[src/rtl/opr_microseq.sv]
// rtl/opr_microseq.sv - operate-class micro-op sequencer; optional OSR via OPR_OSR_EN
module opr_microseq #(
  parameter int W = 12
) (
  input  logic         clk,
  input  logic         rst,
  input  logic         start,
  input  logic [W-1:0] inst,
  input  logic [W-1:0] acc_in,
  input  logic         link_in,
`ifdef OPR_OSR_EN
  input  logic [W-1:0] sr,
`endif
  output logic         busy,
  output logic         done,
  output logic [W-1:0] acc_out,
  output logic         link_out,
  output logic         acc_we,
  output logic         link_we,
  output logic         skip,
  output logic         halt,
  output logic         illegal
);

  typedef enum logic [3:0] {
    S_IDLE, S_ILL,
    S_G1_CLR, S_G1_CMP, S_G1_IAC, S_G1_ROT1, S_G1_ROT2,
    S_G2_SKIP, S_G2_CLA, S_G2_OSR,
    S_DONE
  } state_t;

  state_t       r_state;
  state_t       w_next;
  logic [7:0]   r_ops;
  logic [W-1:0] r_acc;
  logic         r_link;
  logic         r_grp2;
  logic         r_ill;
  logic         r_skip;
  logic         r_hlt;

  logic         w_bad_enc;
  logic [W:0]   w_inc;
  logic [W:0]   w_rot;
  logic [W-1:0] w_bsw;
  logic         w_cond;
  logic         w_ok;

  // Not an operate instruction, or group 3 (bit 8 and bit 0 both set).
  assign w_bad_enc = (inst[W-1:W-3] != 3'b111) | (inst[8] & inst[0]);
  // {L,AC} increment wraps at 13 bits so the carry toggles L.
  assign w_inc     = {r_link, r_acc} + {{W{1'b0}}, 1'b1};
  // Single rotate step through L; bit 3 selects right, otherwise left.
  assign w_rot     = r_ops[3] ? {r_acc[0], r_link, r_acc[W-1:1]}
                              : {r_acc[W-1], r_acc[W-2:0], r_link};
  assign w_bsw     = {r_acc[5:0], r_acc[W-1:6]};
  assign w_cond    = (r_ops[6] & r_acc[W-1]) | (r_ops[5] & (r_acc == '0)) | (r_ops[4] & r_link);

  // State register; reset abandons any in-flight operation.
  always_ff @(posedge clk) begin
    if (!rst) r_state <= S_IDLE;
    else      r_state <= w_next;
  end

  // Next-state: fixed walk through every state of the selected group.
  always_comb begin
    w_next = r_state;
    case (r_state)
      S_IDLE:    if (start) w_next = w_bad_enc ? S_ILL : (inst[8] ? S_G2_SKIP : S_G1_CLR);
      S_ILL:     w_next = S_DONE;
      S_G1_CLR:  w_next = S_G1_CMP;
      S_G1_CMP:  w_next = S_G1_IAC;
      S_G1_IAC:  w_next = S_G1_ROT1;
      S_G1_ROT1: w_next = S_G1_ROT2;
      S_G1_ROT2: w_next = S_DONE;
      S_G2_SKIP: w_next = S_G2_CLA;
      S_G2_CLA:  w_next = S_G2_OSR;
      S_G2_OSR:  w_next = S_DONE;
      S_DONE:    w_next = S_IDLE;
      default:   w_next = S_IDLE;
    endcase
  end

  // Working-copy datapath: each state applies its event-ordered micro-op.
  always_ff @(posedge clk) begin
    if (!rst) begin
      r_ops  <= '0;
      r_acc  <= '0;
      r_link <= 1'b0;
      r_grp2 <= 1'b0;
      r_ill  <= 1'b0;
      r_skip <= 1'b0;
      r_hlt  <= 1'b0;
    end else begin
      case (r_state)
        S_IDLE: begin
          if (start) begin
            r_ops  <= inst[7:0];
            r_acc  <= acc_in;
            r_link <= link_in;
            r_grp2 <= inst[8] & ~w_bad_enc;
            r_ill  <= w_bad_enc;
            r_skip <= 1'b0;
            r_hlt  <= 1'b0;
          end
        end
        S_G1_CLR: begin
          if (r_ops[7]) r_acc  <= '0;
          if (r_ops[6]) r_link <= 1'b0;
        end
        S_G1_CMP: begin
          if (r_ops[5]) r_acc  <= ~r_acc;
          if (r_ops[4]) r_link <= ~r_link;
        end
        S_G1_IAC: begin
          if (r_ops[0]) {r_link, r_acc} <= w_inc;
        end
        S_G1_ROT1: begin
          if (r_ops[3] ^ r_ops[2])                   {r_link, r_acc} <= w_rot;
          else if (!r_ops[3] && !r_ops[2] && r_ops[1]) r_acc <= w_bsw;
        end
        S_G1_ROT2: begin
          if (r_ops[1] && (r_ops[3] ^ r_ops[2])) {r_link, r_acc} <= w_rot;
        end
        S_G2_SKIP: begin
          r_skip <= r_ops[3] ^ w_cond;
          r_hlt  <= r_ops[1];
        end
        S_G2_CLA: begin
          if (r_ops[7]) r_acc <= '0;
        end
`ifdef OPR_OSR_EN
        S_G2_OSR: begin
          if (r_ops[2]) r_acc <= r_acc | sr;
        end
`endif
        default: ;
      endcase
    end
  end

  // Outputs are quiet except in DONE; illegal encodings write nothing.
  always_comb begin
    busy     = (r_state != S_IDLE) && (r_state != S_DONE);
    done     = (r_state == S_DONE);
    w_ok     = done & ~r_ill;
    acc_out  = w_ok ? r_acc : '0;
    link_out = w_ok & r_link;
    acc_we   = w_ok;
    link_we  = w_ok;
    skip     = done & r_grp2 & r_skip;
    halt     = done & r_grp2 & r_hlt;
    illegal  = done & r_ill;
  end

endmodule

[config.mk]
export PLATFORM = sky130hd
export DESIGN_NAME = opr_microseq
export DESIGN_NICKNAME = d
export VERILOG_FILES = /design/src/rtl/opr_microseq.sv
export SDC_FILE = /design/constraint.sdc
export NUM_CORES = 1
export LEC_CHECK = 0
export BUFFER_PORTS_ARGS = -buffer_cell sky130_fd_sc_hd__buf_4
export CAP_MARGIN = 20
export CORE_ASPECT_RATIO = 0.9
export CORE_MARGIN = 1
export CORE_UTILIZATION = 51
export DETAILED_ROUTE_END_ITERATION = 8
export PLACE_DENSITY = 0.74
export SLEW_MARGIN = 20
export SYNTH_ARGS = -nofsm -noshare
export SYNTH_HDL_FRONTEND = slang
export SYNTH_SLANG_ARGS = --single-unit
[constraint.sdc]
create_clock -name clk -period 7.26 [get_ports clk]
set_input_delay 0 -clock clk [delete_from_list [all_inputs] [get_ports clk]]
set_output_delay 0 -clock clk [all_outputs]
set_load 0.02 [all_outputs]
==> impl_results.md, run 1 <==
* Vias at 2,746
* Synth Cell Area at 2520 um2
* Die Y at 68.7 um
* Via/cell ratio at 6.37
* Routability cong. at 0.881
* PostCTS Resize Cnt at 0
* Sequential share of the synthesized area at 0.231
* Die width at 76.1 um
* Final WL at 7520 um
* Relative slew slack at 0.271
* P_sw at 0.000524 W
* Int Pwr at 0.000543 W
* Top cell type's share of synthesized area at 0.231
* Largest net degree at the start of global routing at 37
* CTS root buf: clkbuf_8
* Remaining global-route overflow at 0
* Vias in the first global route at 2,443
* Skew final at 5.30 ps
* Switching Share at 0.491
* Gate Count Post-Synth at 342
* F_max at 0.328 GHz
* Starting density of the core at 0.547
* Commonest non-fill, non-tap cells in the layout: 49 x buf_4, 38 x nand2_1, 29 x dfxtp_1, 27 x a21oi_1, 24 x o21ai_0
* Simple-Gate Fraction of Synth Area at 0.285
* Worst hold slack at -4.51 ps
* Syn avg cell area at 7.36 um2
* Max IR drop VDD at 213 uV
* MaxCap Viol Count at 0
* DP Wirelength at 5120 um
* Combinational Power Share at 0.543
* RSZ-0062 raised after global routing: false
* Final routed DRC violation total at 0
* Failing checks: hold timing
* Worst path arrival time at 3280 ps
* Register bit count reported by yosys at 29
* Share of layout cells above drive strength 1 at 0.214
* First-pass GRT wire length at 12,200 um
* Setup violators final at 0
* Num CTS Buffers at 5
* Clock share of power at 0.153
* # port buffers at 47
* Worst setup SP type: flop
* Worst-Skew Late Latency at 290 ps
* Synth Area in Adders at 0.0149
* Predominant post-synthesis flop cell: dfxtp_1
* CORE AREA at 4600 um2
* H-tree levels at 2
* All-Layer GR Usage at 0.302
* Fin Setup TNS at 0 ps
* DR WL/cell at 17.5 um
* DIE AREA at 5220 um2
* Largest family of logic cells by synthesized area: compound AO/OA/AOI/OAI gates
* Period utilization at 0.421
* Ys Warns at 0
* N_diodes at 0
* LEAKAGE at 1.06 nW
* Area grow syn2layout at 18.7%
* Pins Over Slew Limit at 0
* Fillers at 411
* Final antenna-violating net count at 0
* Status: finished with violations
* Xor/xnor cell area share of the yosys netlist at 0.0313
* Worst slew pin tran at 1090 ps
* Clock Tree Buf Depth at 2
* Post-synth top area cell: dfxtp_1
* Num rows at 23
* DR pass1 iterations at 5
* Setup Buffers After CTS at 0
* CTS Sinks at 29
* Total design power at 0.00107 W
* WP data required at 7490 ps
* Crit. End Element: flop
* CP max FO at 19
* CP Class: flop to flop
* Flop2flop setup slack at 4210 ps
* Hold Vio Cnt, Final at 1
* Post-layout min period at 3050 ps
* Asr flop ratio synth at 0
* Pwr dens at 357 nW/um2
* Initial DRC count at 320
* Clk slew on worst S/H paths at 60 ps
* Mux contribution to synthesized area at 0.0437
* Synth cell types at 68
* Post-synth EDFFs at 0
* CTS tree: done
* Total Nets Final at 400
* Initial antenna violation count at 0
* Commonest non-fill, non-tap cell in the layout: buf_4
* Flop pwr share at 0.304
* Hold crit path type: input port to flop
* Synth Area in Compound Gates at 0.309
* Syn_nets at 373
* Top cells by area, synth: dfxtp_1 23%, nand2_1 5.7%, a21oi_1 5.4%
* Io pins at 48
[stage by stage]
stage               instance area, um2   util  setup WS [ps]  hold WS [ps]  instances
finish                            2990  0.649           4210         -4.51        431
global route                      2990  0.649           4060          16.0        431
CTS                               2980  0.648           4280          2.54        431
detailed placement                2800  0.608           4300           254        416
global placement                  2800  0.608           4390           247        416
floorplan                         2520      -           4740           136        342
[metal layers]
layer | share of wire | GRT usage | vias up
met5 | 0 | 0 | -
met4 | 0.020 | 0.137 | 0
met3 | 0.089 | 0.0618 | 19
met2 | 0.44 | 0.476 | 144
met1 | 0.45 | 0.403 | 1273
li1 | - | - | 1310
[registers in the layout (all words and copies together) (netlist names)]
name / flops
r_acc: 12
r_grp2: 1
r_state: 4
r_ops: 8
r_ill: 1
r_link: 1
r_skip: 1
r_hlt: 1
[power by group through the flow]
stage | Sequential, W | Combinational [W] | Clock (W)
after floorplan | 0.000223 | 0.000517 | 0
after CTS | 0.000317 | 0.000566 | 0.000162
after global placement | 0.000320 | 0.000553 | 0
after global routing | 0.000335 | 0.000638 | 0.000171
final | 0.000325 | 0.000580 | 0.000163
after detailed placement | 0.000321 | 0.000560 | 0
[worst paths after layout]
path / cells after the start / end / start
worst max-delay path: 6 / r_acc[9]$_SDFFE_PN0P_ / r_ops[3]$_SDFFE_PN0P_
worst min-delay path: 3 / r_acc[3]$_SDFFE_PN0P_ / acc_in[3]
worst min register to register: 2 / r_ops[2]$_SDFFE_PN0P_ / r_ops[2]$_SDFFE_PN0P_
worst max register to register: 6 / r_acc[9]$_SDFFE_PN0P_ / r_ops[3]$_SDFFE_PN0P_
[cell usage after synthesis, types with 2 or more instances]
library cell and n:
a211oi_1 4, a21o_1 2, a21oi_1 27, a221oi_1 2, a22oi_1 10, a311oi_1 2
a31oi_1 2, a32o_1 7, and2_1 14, and3_1 3, buf_2 12, buf_4 5
clkbuf_1 19, dfxtp_1 29, ha_1 3, inv_1 9, mux2_2 8, mux2i_1 2
nand2_1 38, nand2b_1 4, nand3_1 12, nand3b_1 5, nand4_1 3, nor2_1 13
nor2b_1 2, nor3_1 16, nor4_1 4, nor4b_1 4, o211ai_1 8, o21ai_0 24
o21ba_2 2, o221a_1 2, o22ai_1 2, or3_1 2, xnor2_1 8
[repair_timing]
item | 4_1_cts | 5_1_grt
hold buffers | 8 | 0
hold endpoints to repair | 8 | 0
setup endpoints to repair | 0 | 0
[layout make-up]
type | count | area, um2 | share of cell area
multi-input cells | 265 | 1740 | 0.582
flip-flops and latches | 29 | 581 | 0.194
repair buffers | 57 | 448 | 0.150
well taps | 62 | 77.6 | 0.0259
clock buffers | 5 | 68.8 | 0.0230
inverters | 11 | 41.3 | 0.0138
clock inverters | 2 | 35.0 | 0.0117
[critical path, cell delays in order (launching register included)]
cell	delay, ps
dfxtp_1	770
inv_1	170
ha_1	370
nor3_2	770
a21boi_1	400
nand2_1	320
a32o_1	200
[logic make-up (layout without fill, tap and decap cells)]
group                    count (synthesis)  count (layout)
AO/OA/AOI/OAI                          111             111
XOR/XNOR                                 9               9
adder cells (fa/ha/maj)                  3               3
buffers and inverters                   48              75
flip-flops                              29              29
multiplexers                            10              10
AND/OR/NAND/NOR                        132             132
Power figures use the tool's default switching activity.
==> run 2: changes to the inputs <==
--- a/config.mk
+++ b/config.mk
@@ -5,13 +5,14 @@
 export SDC_FILE = /design/constraint.sdc
 export NUM_CORES = 1
 export LEC_CHECK = 0
+export ABC_AREA = 1
 export BUFFER_PORTS_ARGS = -buffer_cell sky130_fd_sc_hd__buf_4
 export CAP_MARGIN = 20
 export CORE_ASPECT_RATIO = 0.9
 export CORE_MARGIN = 1
-export CORE_UTILIZATION = 51
+export CORE_UTILIZATION = 50
 export DETAILED_ROUTE_END_ITERATION = 8
-export PLACE_DENSITY = 0.74
+export PLACE_DENSITY = 0.76
 export SLEW_MARGIN = 20
 export SYNTH_ARGS = -nofsm -noshare
 export SYNTH_HDL_FRONTEND = slang
==> constraint.sdc (replaced) <==
create_clock -name clk -period 2.8 [get_ports clk]
set_input_delay 0 -clock clk [delete_from_list [all_inputs] [get_ports clk]]
set_output_delay 0 -clock clk [all_outputs]
set_load 0.02 [all_outputs]
==> impl_results.md, run 2 <==
* Layout Cells excl Fill at 527
* Synth cell types at 31
* First-pass GRT wire length at 11,800 um
* Initial antenna violation count at 0
* Pwr dens at 892 nW/um2
* Clk slew on worst S/H paths at 70 ps
* RSZ-0062 raised after global routing: false
* Worst path arrival time at 2150 ps
* Largest reg by FF count: r_acc
* Setup Buffers After CTS at 0
* WP data required at 2970 ps
* CP Class: flop to flop
* Routability cong. at 0.956
* Worst slew pin tran at 509 ps
* F_max at 0.504 GHz
* Num CTS Buffers at 5
* Total Nets Final at 495
* Int Pwr at 0.00125 W
* Top cells by count, synth: 97 x nand2_1, 76 x nor2_1, 43 x inv_1
* Dpl cells at 515
* Final WL at 7560 um
* Final antenna-violating net count at 0
* Worst setup SP type: flop
* Fillers at 457
* Clock Tree Buf Depth at 2
* Synth Cell Area at 2400 um2
* Fin Setup TNS at 0 ps
* Period utilization at 0.709
* Register bit count reported by yosys at 29
* Ys Warns at 0
* Reg-to-Reg End: r_acc[7]$_SDFFE_PN0P_
* H-tree levels at 2
* Die width at 75.0 um
* Vias in the first global route at 2,486
* CTS Sinks at 29
* Syn avg cell area at 5.77 um2
* Asr flop ratio synth at 0
* Worst-Skew Late Latency at 300 ps
* Most common cell in the netlist: nand2_1
* Beginning of the worst hold path: inst[0]
* Hold crit path type: input port to flop
* Sequential share of the synthesized area at 0.242
* PostCTS Resize Cnt at 0
* Initial DRC count at 394
* Commonest non-fill, non-tap cell in the layout: nand2_1
* N_diodes at 0
* Status: finished, final reports clean
* Setup violators final at 0
* Max FFs per register at 12
* Die Y at 67.7 um
* DIE AREA at 5080 um2
* LEAKAGE at 1.30 nW
* CORE AREA at 4520 um2
* Gate Count Post-Synth at 416
* Via/cell ratio at 5.55
* Hold Vio Cnt, Final at 0
* R2R depth at 9
* All-Layer GR Usage at 0.316
* Top cells by area, synth: dfxtp_1 24%, nand2_1 15%, nor2_1 12%
* DP Wirelength at 5550 um
* P_sw at 0.00135 W
* Starting density of the core at 0.531
* Area grow syn2layout at 21.2%
* FF-to-FF Start: r_state[1]$_SDFFE_PN0N_
* Pins Over Slew Limit at 0
* Final routed DRC violation total at 0
* Io pins at 48
* Commonest non-fill, non-tap cells in the layout: 97 x nand2_1, 76 x nor2_1, 48 x buf_4, 43 x inv_1, 42 x nand3_1
* Num rows at 23
* Remaining global-route overflow at 0
* Flop2flop setup slack at 810 ps
* Crit. End Element: flop
* Largest net degree at the start of global routing at 28
* Clock share of power at 0.153
* Skew final at 3.79 ps
* CP max FO at 13
* Hold depth at 3
* DR WL/cell at 14.3 um
* Switching Share at 0.519
* Top cell type's share of synthesized area at 0.242
* Hold EP: r_ops[0]$_SDFFE_PN0P_
* Share of layout cells above drive strength 1 at 0.187
* Max IR drop VDD at 580 uV
* Post-synth EDFFs at 0
* Predominant post-synthesis flop cell: dfxtp_1
* Syn_nets at 447
* Post-layout min period at 1990 ps
* Post-synth top area cell: dfxtp_1
* Leading registers by flop count: r_acc (12), r_ops (8), r_state (4)
* Vias at 2,925
* CTS tree: done
* CTS root buf: clkbuf_8
* Relative slew slack at 0.660
* Flop pwr share at 0.272
* Combinational Power Share at 0.575
* # port buffers at 47
* Hold Buf Count CTS at 4
* MaxCap Viol Count at 0
* DR pass1 iterations at 6
* Total design power at 0.00260 W
## run 2: changes by cell type after synthesis, sizes merged, moves of 12 or more
cell,previous run,this run
o21ai,24,43
and2,14,0
nand3,12,45
buf,18,6
clkbuf,19,5
nand2,38,101
inv,10,50
nor2,14,87
nor3,17,3
## run 2: power groups by stage
stage	logic (W)	registers (W)	clock network (W)
floorplan	0.00120	0.000653	0
global placement	0.00142	0.000704	0
detailed placement	0.00145	0.000706	0
CTS	0.00146	0.000698	0.000395
global route	0.00165	0.000720	0.000413
finish	0.00149	0.000707	0.000397
## run 2: cells by family after synthesis
kind of cell             Yosys count  share of synthesized area
AO/OA/AOI/OAI                     76                      0.170
adder cells (fa/ha/maj)            3                     0.0156
buffers and inverters             62                      0.109
flip-flops                        29                      0.242
AND/OR/NAND/NOR                  246                      0.464
## run 2: worst max-delay path: stages (launching register included)
cell     delay (ps)
dfxtp_1         440
inv_2            80
nor2_2          250
nand2_2         160
nand4_4         190
nor2_4           50
nor2_4          310
inv_2           200
nand2_1         120
a21oi_2          60
## run 2: area by class of cell
| class | instances | area (um2) | area share |
|---|---|---|---|
| Tap cell | 62 | 77.6 | 0.0267 |
| Clock buffer | 7 | 96.3 | 0.0331 |
| Sequential cell | 29 | 581 | 0.200 |
| Multi-Input combinational cell | 325 | 1560 | 0.535 |
| Timing Repair Buffer | 52 | 400 | 0.138 |
| Clock inverter | 1 | 5.00 | 0.00172 |
| Inverter | 51 | 191 | 0.0658 |
## run 2: per-layer routing
layer  up-vias  wire [um]  share of wire  GRT usage
met4         0        142          0.019      0.134
met3        14        765           0.10     0.0507
met5         -          0              0          0
li1       1441          -              -          -
met2       169       3180           0.42      0.466
met1      1301       3480           0.46      0.452
## run 2: worst max-delay path by stage
stage | start | to | cells past startpoint | slack [ps]
2_1_floorplan | r_ops[3]$_SDFFE_PN0P_ | r_acc[0]$_SDFFE_PN0P_ | 14 | 730
3_3_place_gp | r_ops[3]$_SDFFE_PN0P_ | r_acc[7]$_SDFFE_PN0P_ | 11 | 940
3_5_place_dp | r_ops[3]$_SDFFE_PN0P_ | r_acc[7]$_SDFFE_PN0P_ | 11 | 870
4_1_cts | r_ops[3]$_SDFFE_PN0P_ | r_acc[3]$_SDFFE_PN0P_ | 11 | 850
5_1_grt | r_acc[0]$_SDFFE_PN0P_ | r_acc[10]$_SDFFE_PN0P_ | 11 | 680
6_report | r_state[1]$_SDFFE_PN0N_ | r_acc[7]$_SDFFE_PN0P_ | 9 | 810
## run 2: per-stage QoR
step           cell area [um2]  worst slack [ps]  hold slack, ps   util
2_1_floorplan             2400               731             135      -
3_3_place_gp              2770               944             231  0.613
3_5_place_dp              2770               875             247  0.613
4_1_cts                   2910               850            8.22  0.644
5_1_grt                   2910               684            29.8  0.644
6_report                  2910               815            7.75  0.644
==> run 3: changes to the inputs <==
--- a/config.mk
+++ b/config.mk
@@ -10,9 +10,9 @@
 export CAP_MARGIN = 20
 export CORE_ASPECT_RATIO = 0.9
 export CORE_MARGIN = 1
-export CORE_UTILIZATION = 50
+export CORE_UTILIZATION = 51
 export DETAILED_ROUTE_END_ITERATION = 8
-export PLACE_DENSITY = 0.76
+export PLACE_DENSITY = 0.75
 export SLEW_MARGIN = 20
 export SYNTH_ARGS = -nofsm -noshare
 export SYNTH_HDL_FRONTEND = slang
==> constraint.sdc (replaced) <==
create_clock -name clk -period 1.9 [get_ports clk]
set_input_delay 0 -clock clk [delete_from_list [all_inputs] [get_ports clk]]
set_output_delay 0 -clock clk [all_outputs]
set_load 0.02 [all_outputs]
==> impl_results.md, run 3 (synthesized netlist as in run 2, its figures left out) <==
* LEAKAGE at 1.39 nW
* Routability cong. at 1.00
* CP max FO at 6
* Share of layout cells above drive strength 1 at 0.232
* Hold depth at 3
* CTS Sinks at 29
* All-Layer GR Usage at 0.325
* Flop2flop setup slack at 110 ps
* Hold Vio Cnt, Final at 0
* R2R depth at 9
* Area grow syn2layout at 29.0%
* Initial antenna violation count at 0
* CORE AREA at 4490 um2
* WP data required at 1900 ps
* Register area at 584 um2
* Commonest non-fill, non-tap cell in the layout: nand2_1
* Beginning of the worst hold path: inst[3]
* DR pass1 iterations at 5
* Pins Over Slew Limit at 0
* CP max stage cell: dfxtp_1
* Final routed DRC violation total at 0
* Leading registers by flop count: r_acc (12), r_ops (8), r_state (4)
* Skew final at 6.25 ps
* Crit. End Element: output port
* Setup violators final at 0
* Post-layout min period at 1820 ps
* Reg-to-Reg End: r_acc[8]$_SDFFE_PN0P_
* P_sw at 0.00203 W
* Hold EP: r_ops[3]$_SDFFE_PN0P_
* Initial DRC count at 380
* Worst path arrival time at 1820 ps
* Vias at 2,970
* RSZ-0062 raised after global routing: true
* Num CTS Buffers at 5
* Hold crit path type: input port to flop
* DR WL met2 at 3320 um
* Largest net degree at the start of global routing at 28
* Worst-Skew Late Latency at 280 ps
* Worst Path Buf+Inv at 3
* DIE AREA at 4980 um2
* Flop pwr share at 0.241
* CP Class: flop to output port
* Fin Setup TNS at 0 ps
* Vias in the first global route at 2,584
* Int Pwr at 0.00213 W
* Detail Route met3 WL at 701 um
* Worst slew pin tran at 482 ps
* Period utilization at 0.958
* Die Y at 67.1 um
* Pwr dens at 1340 nW/um2
* Clock Tree Buf Depth at 2
* H-tree levels at 2
* First-pass GRT wire length at 12,200 um
* CP cell instances: nand2_1 -> nor2_4 -> inv_2 -> nor2_4 -> clkinvlp_4 -> nor2_1 -> buf_4
* Multi-input logic area at 1590 um2
* DP Wirelength at 5870 um
* Max FFs per register at 12
* N_diodes at 0
* Worst hold slack at 4.21 ps
* Io pins at 48
* DR WL/cell at 14.1 um
* Remaining global-route overflow at 0
* Uppermost layer routed: met4
* Final WL at 7680 um
* Combinational Power Share at 0.597
* # port buffers at 47
* Relative slew slack at 0.678
* CP max stage delay at 450 ps
* CP delay by family, top: simple AND/OR/NAND/NOR gates
* Fillers at 458
* Commonest non-fill, non-tap cells in the layout: 97 x nand2_1, 73 x nor2_1, 64 x buf_4, 42 x nand3_1, 41 x inv_1
* Status: finished, final reports clean
* Max IR drop VDD at 1030 uV
* CTS root buf: clkbuf_8
* MaxCap Viol Count at 0
* Clk slew on worst S/H paths at 70 ps
* Final antenna-violating net count at 0
* Via/cell ratio at 5.46
* Clock share of power at 0.162
* Die width at 74.3 um
* Largest reg by FF count: r_acc
* CP most frequent cell: nor2_4
* Worst setup SP type: flop
* Starting density of the core at 0.535
* Wl on met1 at 3600 um
* CTS tree: done
* FF-to-FF Start: r_state[2]$_SDFFE_PN0N_
* Num rows at 23
* F_max at 0.549 GHz
* Total Nets Final at 512
* Switching Share at 0.487
## run 3: cell types whose count changed in the layout (fill, tap and decap cells not counted), moves of 2 or more
cell | before | now
nor2_1 | 76 | 73
inv_2 | 7 | 9
nor2_4 | 7 | 10
clkinvlp_4 | 0 | 2
inv_1 | 43 | 41
buf_4 | 48 | 64
## run 3: timing repair
item                                    in CTS  in global routing
hold buffers                                 3                  0
gates resized for setup                      0                 13
buffers inserted                             0                  3
hold endpoints to repair                     3                  0
endpoints found under the setup margin       0                 29
## run 3: power by group through the flow
stage / sequential (W) / combinational (W) / clock, W
6_report: 0.00100 / 0.00248 / 0.000673
5_1_grt: 0.00103 / 0.00277 / 0.000703
4_1_cts: 0.000988 / 0.00235 / 0.000682
3_5_place_dp: 0.00100 / 0.00233 / 0
3_3_place_gp: 0.000995 / 0.00231 / 0
2_1_floorplan: 0.000963 / 0.00179 / 0
## run 3: cell type report
cell class / count / area share
clock inverter: 2 / 0.0121
inverter: 51 / 0.0618
clock buffer: 6 / 0.0267
sequential: 29 / 0.189
timing repair buffer: 68 / 0.169
timing repair inverter: 1 / 0.00243
tap: 62 / 0.0251
multi-input combinational: 325 / 0.515
## run 3: layer usage
metal / GRT usage / vias up
met3: 0.0666 / 9
met4: 0.0684 / 0
met1: 0.474 / 1336
li1: - / 1471
met5: 0 / -
met2: 0.485 / 154
## run 3: worst max-delay path by stage
| stage | startpoint | to | depth (start not counted) | slack [ps] |
|---|---|---|---|---|
| after detailed placement | r_state[0]$_SDFFE_PN0N_ | r_ops[2]$_SDFFE_PN0P_ | 8 | 130 |
| after global routing | r_state[2]$_SDFFE_PN0N_ | r_acc[10]$_SDFFE_PN0P_ | 9 | 4 |
| after floorplan | r_state[3]$_SDFFE_PN0N_ | acc_out[10] | 9 | 20 |
| after global placement | r_state[2]$_SDFFE_PN0N_ | r_acc[8]$_SDFFE_PN0P_ | 9 | 160 |
| after CTS | r_state[3]$_SDFFE_PN0N_ | acc_out[1] | 9 | 20 |
| final | r_state[1]$_SDFFE_PN0N_ | acc_out[4] | 7 | 80 |
## run 3: tightest hold or removal path: cells and delay by family
| kind | cells | cell delay, ps |
|---|---|---|
| AO/OA/AOI/OAI | 2 | 180 |
| buffers and inverters | 1 | 70 |
## run 3: through the flow
step                utilization  cell area [um2]  cells  power, W  setup slack, ps
floorplan                     -             2410    416   0.00275             19.7
detailed placement        0.640             2870    529   0.00333              128
global route              0.690             3100    544   0.00450             3.59
CTS                       0.673             3020    540   0.00402             16.2
finish                    0.690             3100    544   0.00416             80.0
global placement          0.640             2870    529   0.00331              163
